<file path="src/rtl/decode_pkg.sv">
// decode_pkg: shared opcodes, format indices, skid states and the decoded beat record
package decode_pkg;
   localparam logic [6:0] OP_R      = 7'b0110011;
   localparam logic [6:0] OP_LOAD   = 7'b0000011;
   localparam logic [6:0] OP_IMM    = 7'b0010011;
   localparam logic [6:0] OP_JALR   = 7'b1100111;
   localparam logic [6:0] OP_FENCE  = 7'b0001111;
   localparam logic [6:0] OP_SYSTEM = 7'b1110011;
   localparam logic [6:0] OP_STORE  = 7'b0100011;
   localparam logic [6:0] OP_BRANCH = 7'b1100011;
   localparam logic [6:0] OP_LUI    = 7'b0110111;
   localparam logic [6:0] OP_AUIPC  = 7'b0010111;
   localparam logic [6:0] OP_JAL    = 7'b1101111;
   localparam int XLEN_MAX = 64;

   typedef enum logic [2:0] {FMT_R, FMT_I, FMT_S, FMT_B, FMT_U, FMT_J} fmt_idx_t;
   typedef enum logic [1:0] {EMPTY, ONE, TWO} skid_state_t;

   // imm and pc are held at the widest XLEN; narrower stages use the low bits
   typedef struct packed {
      logic [6:0]          opcode;
      logic [2:0]          funct3;
      logic [6:0]          funct7;
      logic [4:0]          rs1;
      logic [4:0]          rs2;
      logic [4:0]          rd;
      logic [XLEN_MAX-1:0] imm;
      logic [5:0]          fmt;
      logic                illegal;
      logic [XLEN_MAX-1:0] pc;
   } decoded_t;
endpackage

</file>
<file path="src/rtl/decode_fields.sv">
// decode_fields: combinational field extraction, format classification and immediate build
module decode_fields
   import decode_pkg::*;
#(
   parameter int XLEN = 32
) (
   input  logic [31:0]     instr,
   input  logic [XLEN-1:0] pc,
   output decoded_t        d
);
   logic [6:0] op;
   logic r, i, s, b, u, j;
   assign op = instr[6:0];
   assign r = op == OP_R;
   assign i = op inside {OP_LOAD, OP_IMM, OP_JALR, OP_FENCE, OP_SYSTEM};
   assign s = op == OP_STORE;
   assign b = op == OP_BRANCH;
   assign u = op inside {OP_LUI, OP_AUIPC};
   assign j = op == OP_JAL;
   // fields are gated by format, so an unclassified opcode leaves them all zero
   always_comb begin
      d         = '0;
      d.opcode  = op;
      d.funct3  = (r | i | s | b) ? instr[14:12] : '0;
      d.funct7  = (r | i) ? instr[31:25] : '0;
      d.rs1     = (r | i | s | b) ? instr[19:15] : '0;
      d.rs2     = (r | s | b) ? instr[24:20] : '0;
      d.rd      = (r | i | u | j) ? instr[11:7] : '0;
      d.imm     = i ? {{52{instr[31]}}, instr[31:20]} :
                  s ? {{52{instr[31]}}, instr[31:25], instr[11:7]} :
                  b ? {{52{instr[31]}}, instr[7], instr[30:25], instr[11:8], 1'b0} :
                  u ? {{32{instr[31]}}, instr[31:12], 12'b0} :
                  j ? {{44{instr[31]}}, instr[19:12], instr[20], instr[30:21], 1'b0} : '0;
      d.fmt     = {j, u, b, s, i, r};
      d.illegal = (instr[1:0] != 2'b11) | !(r | i | s | b | u | j);
      d.pc      = XLEN_MAX'(pc);
   end
endmodule

</file>
<file path="src/rtl/decode_stage.sv">
// decode_stage: registered decode with valid/ready handshake, skid or single-register buffering
module decode_stage
   import decode_pkg::*;
#(
   parameter int XLEN = 32,
   parameter bit SKID = 1'b1
) (
   input  logic            clk,
   input  logic            rst,
   input  logic            flush,
   input  logic            in_valid,
   output logic            in_ready,
   input  logic [31:0]     in_instr,
   input  logic [XLEN-1:0] in_pc,
   output logic            out_valid,
   input  logic            out_ready,
   output logic [XLEN-1:0] out_pc,
   output logic [6:0]      opcode,
   output logic [2:0]      funct3,
   output logic [6:0]      funct7,
   output logic [4:0]      rs1,
   output logic [4:0]      rs2,
   output logic [4:0]      rd,
   output logic [XLEN-1:0] imm,
   output logic [5:0]      fmt,
   output logic            illegal
);
   decoded_t dec, m;
   logic in_fire, out_fire, unused_hi;
   assign in_fire  = in_valid & in_ready;
   assign out_fire = out_valid & out_ready;

   decode_fields #(.XLEN(XLEN)) u_fields (.instr(in_instr), .pc(in_pc), .d(dec));

   generate
      if (SKID) begin : g_skid
         skid_state_t state, nxt;
         decoded_t k, m_n, k_n;
         logic rdy;
         // M always holds the head beat; K catches the beat that arrives while M is stalled
         always_comb begin
            nxt = state;
            m_n = m;
            k_n = k;
            case (state)
               EMPTY: begin
                  nxt = in_fire ? ONE : EMPTY;
                  m_n = in_fire ? dec : m;
               end
               ONE: begin
                  nxt = (in_fire & !out_fire) ? TWO : (!in_fire & out_fire) ? EMPTY : ONE;
                  m_n = (in_fire & out_fire) ? dec : m;
                  k_n = (in_fire & !out_fire) ? dec : k;
               end
               TWO: begin
                  nxt = out_fire ? ONE : TWO;
                  m_n = out_fire ? k : m;
               end
               default: nxt = EMPTY;
            endcase
            if (flush) nxt = EMPTY;
         end
         // state, buffers and a registered in_ready that stays low through reset
         always_ff @(posedge clk or posedge rst) begin
            if (rst) begin
               state <= EMPTY;
               m     <= '0;
               k     <= '0;
               rdy   <= 1'b0;
            end else begin
               state <= nxt;
               m     <= m_n;
               k     <= k_n;
               rdy   <= nxt != TWO;
            end
         end
         assign out_valid = state != EMPTY;
         assign in_ready  = rdy;
      end else begin : g_reg
         logic vld, alive;
         // single output register; alive keeps in_ready low until the first clock out of reset
         always_ff @(posedge clk or posedge rst) begin
            if (rst) begin
               vld   <= 1'b0;
               m     <= '0;
               alive <= 1'b0;
            end else begin
               vld   <= !flush & (in_fire | (vld & !out_fire));
               m     <= in_fire ? dec : m;
               alive <= 1'b1;
            end
         end
         assign out_valid = vld;
         assign in_ready  = alive & (!vld | out_ready);
      end
   endgenerate

   assign out_pc    = m.pc[XLEN-1:0];
   assign opcode    = m.opcode;
   assign funct3    = m.funct3;
   assign funct7    = m.funct7;
   assign rs1       = m.rs1;
   assign rs2       = m.rs2;
   assign rd        = m.rd;
   assign imm       = m.imm[XLEN-1:0];
   assign fmt       = m.fmt;
   assign illegal   = m.illegal;
   assign unused_hi = ^{m.imm, m.pc};
endmodule

</file>
<file path="config.mk">
export PLATFORM = sky130hd
export DESIGN_NAME = decode_stage
export DESIGN_NICKNAME = d
export VERILOG_FILES = /design/src/rtl/decode_pkg.sv /design/src/rtl/decode_fields.sv /design/src/rtl/decode_stage.sv
export SDC_FILE = /design/constraint.sdc
export NUM_CORES = 1
export LEC_CHECK = 0
export ABC_AREA = 1
export CAP_MARGIN = 25
export CORE_MARGIN = 8
export CORE_UTILIZATION = 41
export CTS_CLUSTER_DIAMETER = 120
export DETAILED_ROUTE_END_ITERATION = 7
export GPL_ROUTABILITY_DRIVEN = 0
export PLACE_DENSITY_LB_ADDON = 0.08
export SLEW_MARGIN = 20
export SYNTH_ARGS = -nofsm -noshare
export SYNTH_HDL_FRONTEND = slang
export SYNTH_SLANG_ARGS = --single-unit
</file>
<file path="constraint.sdc">
create_clock -name clk -period 15.2 [get_ports clk]
set_input_delay 3.04 -clock clk [delete_from_list [all_inputs] [get_ports clk]]
set_output_delay 3.04 -clock clk [all_outputs]
set_load 0.02 [all_outputs]
</file>
==> impl_metrics.yaml, run 1 <==
run_status:
  status: "completed"
synth:
  netlist_area_um2: 9610
  ys_top_cells_by_area: "dfrtp_1, nand2_1, o21ai_0, o21ai_1, inv_1"
  synth_cells: 1224
  syn_avg_cell_area_um2: 7.85
  synth_fp_nets: 1295
  yosysWarnings: 0
  synth_top_family_by_area: "simple AND/OR/NAND/NOR gates"
  synth_top_area_cell: "dfrtp_1"
  post_synth_and_or_nand_nor_area_fraction_pct: 26.3
  synth_compound_area_share_pct: 12.3
  synthXorXnorAreaFrac_pct: 0
  yosys.area_share.adder_pct: 0.261
  synth_mux_area_share_pct: 0
  ys_types: 30
  yosysTopAreaCellShare_pct: 54.4
  ys_seq_elements: 209
  seq_area_frac_synth_pct: 54.4
cells_and_area:
  area_growth_pct: 28.2
  final_cell_mix: "nand2_1, dfrtp_1, clkdlybuf4s50_1"
  layout_commonest_cell: "nand2_1"
  layout-drive-gt1-share_pct: 5.81
  nets: 1432
  diodes: 0
  final_util_pct: 52.9
global_route:
  grt_pass1_vias: 7876
  antenna_found_initial: 1
  grt_max_degree: 120
  grt_pass1_wl_um: 42900
  gr-usage-all-layers_pct: 18.5
  grt-ovfl-total: 0
worst_setup_path:
  cp-start-kind: "input port"
  cp_max_fo: 119
  critPathMaxStageDelay_ns: 0.71
  rr_startpoint: "g_skid.state[0]"
  critPathRequiredTime_ns: 15.65
  path_cells: "clkdlybuf4s50_1 > inv_1 > nor2_1 > ha_1 > a21boi_0 > nor2_2 > buf_4 > inv_6 > buf_4 > a21oi_1 > o21ai_0 > o21a_1"
  startpoint: "out_ready"
  end_kind: "flip-flop"
  crit_arrival_ns: 6.09
  crit_type: "input port to flip-flop"
  cp_common_cell: "buf_4"
  crit_slowest_cell: "buf_4"
power:
  vdd_ir_drop_max_uv: 69.2
  p_leak_nw: 6.28
  powerDensity_nw_per_um2: 132
  finalPower_w: 0.00163
die:
  fp.dieH_um: 169
  start_util_pct: 41.3
  boundaryPins: 174
  core_um2: 23300
  rows: 56
  dieArea_um2: 28600
  die_x_um: 169
clock_network:
  ctsResizeCount: 0
  cts_inserted_buffers: 24
  cts_buffer_depth: 3
  insertion_delay_ns: 0.51
  h-tree-depth: 1
  cts_tree: "yes"
  ctsRootBufferMaster: "clkbuf_16"
  post_cts_buffers: 0
  cts_sinks: 209
  cts_hold_buffers: 0
  clkTransAtPathRegs_ns: 0.06
routing:
  avgViaCountPerCell: 4.88
  vias: 8284
  drtPass1Iterations: 5
  antenna_left: 0
  wl_um: 26400
  route.detailed.drc: 0
  drt_iter0_drc: 748
  routedWlPerCell_um: 15.6
sta:
  worst_pin_slew_ns: 0.885
  setup_violations: 0
  max_freq_mhz: 177
  slew_violations: 0
  hold_ws_ns: 0.477
  fin_tns_setup_ns: 0
  finalCritPeriodShare_pct: 37.1
  clock_skew_ns: 0.00633
  hold_violations: 0
  rsz0062_at_grt: "no"
  period_needed_ns: 5.64
  relSlewSlack_pct: 41.0
worst_hold_path:
  hp-class: "flip-flop to flip-flop"
  min_from: "g_skid.k[143]"
placement:
  hpwl_um: 17200
  port_buffers: 173
run:
  drv_cap: 0
[state kept, by name (all words and copies together), names as in the netlist, 5 cells and up]
name,flops
rs1,5
g_skid.k,103
out_pc,32
opcode,7
rd,5
imm,32
rs2,5
funct7,7
fmt,6
[per-stage QoR]
step           instances  cell area, um2  setup WS (ns)
3_5_place_dp        1653           11500           9.05
2_1_floorplan       1224            9610           6.45
3_3_place_gp        1652           11500           9.08
5_1_grt             1696           12300           9.26
4_1_cts             1695           12300           9.56
6_report            1696           12300           9.56
[Yosys cell counts]
master,n
o21ai_0,129
nand3_1,42
or2_0,2
nand3_2,5
a21oi_1,32
o22ai_1,1
buf_2,31
nand4_2,2
nor2_1,73
nand3b_1,1
nand2_1,486
clkbuf_1,32
nand3_4,1
a31oi_1,1
buf_4,3
nand2_4,1
dfrtp_1,209
buf_1,3
a21boi_0,1
nor2_2,1
or2_2,2
inv_2,8
o21ai_1,68
a2bb2oi_1,1
inv_1,74
buf_6,2
o21a_1,1
nor2_4,3
ha_1,2
nand2_2,7
[cell families (layout without fill, tap and decap cells)]
group,Yosys count,after routing
compound gates,234,234
fa+ha+maj,2,2
buf+inv,153,306
flops,209,209
simple gates,626,626
[worst paths after layout]
| path | depth (start not counted) | slack (ns) | to |
|---|---|---|---|
| max in group asynchronous | 3 | 11.10 | g_skid.k[75] |
| max reg2reg | 11 | 11.98 | fmt[0] |
| min in group asynchronous | 2 | 2.96 | g_skid.k[21] |
| max | 12 | 9.56 | fmt[0] |
| min | 2 | 0.48 | g_skid.k[143] |
| min reg2reg | 2 | 0.48 | g_skid.k[143] |
[metal layers]
metal / vias up / track usage (%) / wire length (um)
met1: 3898 / 26.3 / 12400
li1: 4134 / - / -
met4: 2 / 3.89 / 369
met5: - / 0 / 13
met2: 223 / 28.4 / 11600
met3: 27 / 4.40 / 2020
[cell type report]
class	count	area, um2
timing repair buffer	182	1840
clock buffer	38	754
fill	2292	10900
clock inverter	4	20.0
tap	319	399
sequential	209	5230
inverter	82	323
multi-input combinational	862	3750
[where the power goes]
part | switching, W | total (W) | internal [W]
Combinational | 0.000216 | 0.000367 | 0.000151
Sequential | 0.0000475 | 0.000700 | 0.000652
Clock | 0.000224 | 0.000562 | 0.000338
Total | 0.000487 | 0.00163 | 0.00114
[worst max-delay path, delay by kind of cell]
kind                     cells  cell delay [ns]
AO/OA/AOI/OAI                4             0.53
adder cells (fa/ha/maj)      1             0.19
buffers and inverters        5             2.11
AND/OR/NAND/NOR              2             0.14
(Power assumes the default switching activity.)
==> inputs of run 2 (changes only) <==
- clock period: 15.2 -> 4.59 ns (I/O delays scaled with it)
==> run 2 against run 1 <==
Compared with the run above: clock-buffer cell count shrank 2; final cell count increased by 0.24%; worst setup slack lost 7.9 ns; worst hold slack worse by 0.0047 ns; routed wire length shrank 0.19%; first-iteration DRC count shrank 20%; largest cell class unchanged; global-route usage is 0.27 points lower; highest routed layer unchanged; via count down 0.82%; clock power increased to 3.5 times the previous value; utilization is 0.44 points higher; critical path type unchanged; combinational power grew to 3.4 times the previous value; die area is the same.
==> impl_metrics.yaml, run 2 (synthesis results as in run 1) <==
worst_setup_path:
  crit_type: "input port to flip-flop"
  critPathRequiredTime_ns: 5.02
  cp_max_fo: 134
  worst-path-buf-inv: 4
  r2r_setup_slack_ns: 1.99
  critPathMaxStageDelay_ns: 0.64
  rr_startpoint: "g_skid.state[0]"
  timing.rr.end: "out_pc[13]"
  cpLargestDelayFamily: "buffers and inverters"
  path_cells: "clkdlybuf4s50_1 > inv_1 > nor2_1 > ha_1 > a21boi_0 > nor2_2 > inv_6 > buf_12 > nand2_1 > o21ai_1"
  crit_arrival_ns: 3.31
  reg2reg_depth: 9
  cp-start-kind: "input port"
  crit_cells: 10
  end_kind: "flip-flop"
  startpoint: "out_ready"
  crit_slowest_cell: "inv_6"
power:
  vdd_ir_drop_max_uv: 253
  p_leak_nw: 6.32
  powerDensity_nw_per_um2: 442
cells_and_area:
  regMostFlops: "g_skid.k"
  layout-drive-gt1-share_pct: 6.08
  layout_commonest_cell: "nand2_1"
  seqCellArea_um2: 5230
  diodes: 0
  final_cell_mix: "nand2_1, dfrtp_1, clkdlybuf4s50_1"
  fin_cells: 1700
  area_growth_pct: 29.3
  nets: 1434
  largest_reg_flops: 103
  multiInputGateArea_um2: 3750
  fillerInstances: 2217
global_route:
  grt_max_degree: 135
  grt-ovfl-total: 0
  gr-usage-all-layers_pct: 18.2
  antenna_found_initial: 1
  grt_pass1_vias: 7736
  grt_pass1_wl_um: 42300
die:
  start_util_pct: 41.3
  core_um2: 23300
  dieArea_um2: 28600
  die_x_um: 169
  fp.dieH_um: 169
  boundaryPins: 174
  rows: 56
routing:
  vias: 8216
  drtPass1Iterations: 5
  routedWlPerCell_um: 15.5
  antenna_left: 0
  avgViaCountPerCell: 4.83
  wl_um: 26300
  route.detailed.drc: 0
  drt_iter0_drc: 598
worst_hold_path:
  hold_path_depth: 2
  hp-class: "flip-flop to flip-flop"
  min_from: "g_skid.k[142]"
  whs_endpoint: "g_skid.k[142]"
sta:
  slew_violations: 0
  hold_violations: 0
  max_freq_mhz: 347
  setup_violations: 0
  finalWorstSetupSlack_ns: 1.71
  fin_tns_setup_ns: 0
  period_needed_ns: 2.88
  clock_skew_ns: 0.0243
  relSlewSlack_pct: 30.6
  finalCritPeriodShare_pct: 62.8
  worst_pin_slew_ns: 1.04
  rsz0062_at_grt: "no"
placement:
  place_ws_ns: 1.22
  hpwl_um: 17400
  dpl.cell_count: 1656
  port_buffers: 173
clock_network:
  cts_buffer_depth: 3
  cts_inserted_buffers: 24
  cts_sinks: 209
  insertion_delay_ns: 0.52
  ctsRootBufferMaster: "clkbuf_16"
  cts_tree: "yes"
  h-tree-depth: 1
  post_cts_buffers: 0
  cts_hold_buffers: 0
  clkTransAtPathRegs_ns: 0.06
  ctsResizeCount: 0
run_status:
  status: "completed"
run:
  drv_cap: 0
run 2: cell count changes in the layout (fill, tap and decap cells not counted):
cell	delta
bufinv_16	+2
clkbuf_8	-2
buf_4	-3
clkinvlp_4	+1
buf_16	-2
inv_8	-1
clkinv_2	+2
buf_12	+7
run 2: worst reg2reg max path, stage by stage (launching register included):
cell      delay, ns
dfrtp_1        0.46
nor2_1         0.19
nor2_1         0.09
ha_1           0.20
a21boi_0       0.21
nor2_2         0.10
inv_6          0.64
buf_12         0.46
nand2_1        0.09
o21ai_1        0.08
run 2: worst max path at each step:
stage | end
after global placement | out_pc[11]
after global routing | out_pc[24]
after floorplan | fmt[0]
after CTS | out_pc[16]
after detailed placement | out_pc[4]
final | out_pc[13]
run 2: metrics by stage:
stage / utilization [%] / cell area, um2 / hold slack (ns) / power, W
5_1_grt: 53.4 / 12400 / 0.487 / 0.00579
4_1_cts: 53.4 / 12400 / 0.476 / 0.00558
2_1_floorplan: - / 9610 / 0.444 / 0.00302
3_3_place_gp: 49.8 / 11600 / 0.460 / 0.00357
3_5_place_dp: 49.9 / 11600 / 0.461 / 0.00359
6_report: 53.4 / 12400 / 0.472 / 0.00549
run 2: layer usage:
layer  routed length [um]  track usage, %  up-vias
met1                12700            26.0     3829
met5                   13               0        -
met2                11700            28.3      201
met3                 1640            3.89       33
met4                  351            3.42        2
li1                     -               -     4151
run 2: area by class of cell:
class	instances	area share [%]
multi-input combinational	862	30.2
inverter	82	2.57
sequential	209	42.1
clock inverter	8	0.725
tap	319	3.21
timing repair buffer	184	15.3
clock buffer	36	5.85
run 2: power by group:
group          leakage (nW)  internal (W)  total [W]  switching, W
Sequential             2.75       0.00216    0.00231      0.000151
Clock                 0.409       0.00120    0.00196      0.000755
Combinational          3.16      0.000511    0.00123      0.000715
==> inputs of run 3 (changes only) <==
- clock period: 4.59 -> 2.6 ns (I/O delays scaled with it)
==> run 3 against run 2 <==
Compared with the run above: utilization is 0.89 points higher; die area stayed put; worst hold slack worse by 0.087 ns; clock-buffer cell count stayed put; first-iteration DRC count is 9.5% higher; largest power group unchanged.
==> impl_metrics.yaml, run 3 (synthesis results as in run 1) <==
run_status:
  status: "completed"
die:
  boundaryPins: 174
  dieArea_um2: 28600
  start_util_pct: 41.3
  rows: 56
  fp.dieH_um: 169
  die_x_um: 169
  core_um2: 23300
cells_and_area:
  nets: 1451
  final_cell_mix: "nand2_1, dfrtp_1, clkdlybuf4s50_1"
  diodes: 0
  fillerInstances: 2239
  final_util_pct: 54.3
  regMostFlops: "g_skid.k"
  seqCellArea_um2: 5230
  multiInputGateArea_um2: 3750
  layout-drive-gt1-share_pct: 7.23
  area_growth_pct: 31.4
  largest_reg_flops: 103
  layout_commonest_cell: "nand2_1"
routing:
  drt_iter0_drc: 655
  routedWlPerCell_um: 15.6
  vias: 8248
  drtPass1Iterations: 7
  route.detailed.drc: 0
  avgViaCountPerCell: 4.81
  wl_um: 26800
  antenna_left: 0
run:
  drv_cap: 0
worst_setup_path:
  rr_startpoint: "g_skid.state[0]"
  crit_arrival_ns: 1.81
  crit_end: "out_valid"
  reg2reg_depth: 10
  timing.rr.end: "fmt[1]"
  crit_type: "flip-flop to output port"
  r2r_setup_slack_ns: 0.61
  startpoint: "g_skid.state[0]"
  cp-start-kind: "flip-flop"
  end_kind: "output port"
  critPathRequiredTime_ns: 2.08
  cp_max_fo: 5
global_route:
  grt-ovfl-total: 0
  grt_pass1_wl_um: 43400
  gr-usage-all-layers_pct: 18.8
  grt_pass1_vias: 7869
  antenna_found_initial: 1
  grt_max_degree: 89
clock_network:
  cts_sinks: 209
  cts_tree: "yes"
  ctsRootBufferMaster: "clkbuf_16"
  cts_hold_buffers: 0
  insertion_delay_ns: 0.52
  ctsResizeCount: 0
  cts_buffer_depth: 3
  cts_inserted_buffers: 24
  h-tree-depth: 1
  post_cts_buffers: 0
  clkTransAtPathRegs_ns: 0.06
power:
  p_seq_share_pct: 41.1
  netSwitchingFraction_pct: 29.5
  power_frac_comb_pct: 22.5
  clock_power_share_pct: 36.4
  internal_power_w: 0.00700
  vdd_ir_drop_max_uv: 457
  powerDensity_nw_per_um2: 786
  p_sw_w: 0.00292
  p_leak_nw: 6.43
sta:
  clock_skew_ns: 0.0169
  max_freq_mhz: 429
  setup_violations: 0
  worst_pin_slew_ns: 0.555
  hold_ws_ns: 0.385
  period_needed_ns: 2.33
  relSlewSlack_pct: 63.0
  hold_violations: 0
  slew_violations: 0
  finalCritPeriodShare_pct: 89.6
  rsz0062_at_grt: "no"
placement:
  port_buffers: 173
  hpwl_um: 18300
worst_hold_path:
  hp-class: "input port to asynchronous set/reset pin"
-- run 3: changes by cell type in the layout (fill, tap and decap cells not counted), sizes merged --
cell    before  now
clkinv       6    4
buf         11   28
bufinv       2    3
-- run 3: layout make-up --
class	instances	share of cell area, %
Multi-Input combinational cell	862	29.7
Inverter	82	2.53
Timing Repair Buffer	201	16.5
Clock inverter	7	0.872
Clock buffer	36	5.84
Tap cell	319	3.16
Sequential cell	209	41.4
-- run 3: stage by stage --
| stage | power [W] | TNS, ns | std cells | instance area [um2] | setup WS [ns] |
|---|---|---|---|---|---|
| floorplan | 0.00534 | -132.55 | 1224 | 9610 | -0.634 |
| global placement | 0.00637 | 0 | 1673 | 11800 | 0.151 |
| detailed placement | 0.00641 | 0 | 1673 | 11800 | 0.172 |
| CTS | 0.0100 | 0 | 1716 | 12600 | 0.253 |
| global route | 0.0104 | 0 | 1716 | 12600 | 0.188 |
| finish | 0.00993 | 0 | 1716 | 12600 | 0.271 |
-- run 3: worst max-delay path: stages (launching register included) --
cell and delay, ns:
dfrtp_1 0.48, nor2_1 0.11, inv_2 0.08, clkdlybuf4s50_1 0.64
-- run 3: power groups by stage --
stage / combinational [W] / sequential, W / clock (W)
4_1_cts: 0.00227 / 0.00409 / 0.00367
6_report: 0.00223 / 0.00408 / 0.00361
5_1_grt: 0.00247 / 0.00415 / 0.00382
2_1_floorplan: 0.000921 / 0.00442 / 0
3_5_place_dp: 0.00227 / 0.00414 / 0
3_3_place_gp: 0.00224 / 0.00413 / 0
-- run 3: layer usage --
layer	wire length (um)	vias up	global-route usage (%)
li1	-	4181	-
met1	12900	3808	27.3
met2	11800	222	28.7
met3	1700	35	3.70
met4	378	2	4.12
met5	10	-	0
-- run 3: worst min path at each step --
stage / to / slack (ns) / depth (start not counted) / from
floorplan: g_skid.k[140] / 0.44 / 2 / g_skid.k[140]
finish: imm[2] / 0.39 / 2 / rst
global placement: g_skid.k[144] / 0.46 / 2 / g_skid.k[144]
global route: g_skid.k[137] / 0.42 / 2 / rst
detailed placement: g_skid.k[144] / 0.46 / 2 / g_skid.k[144]
CTS: rd[3] / 0.39 / 2 / rst
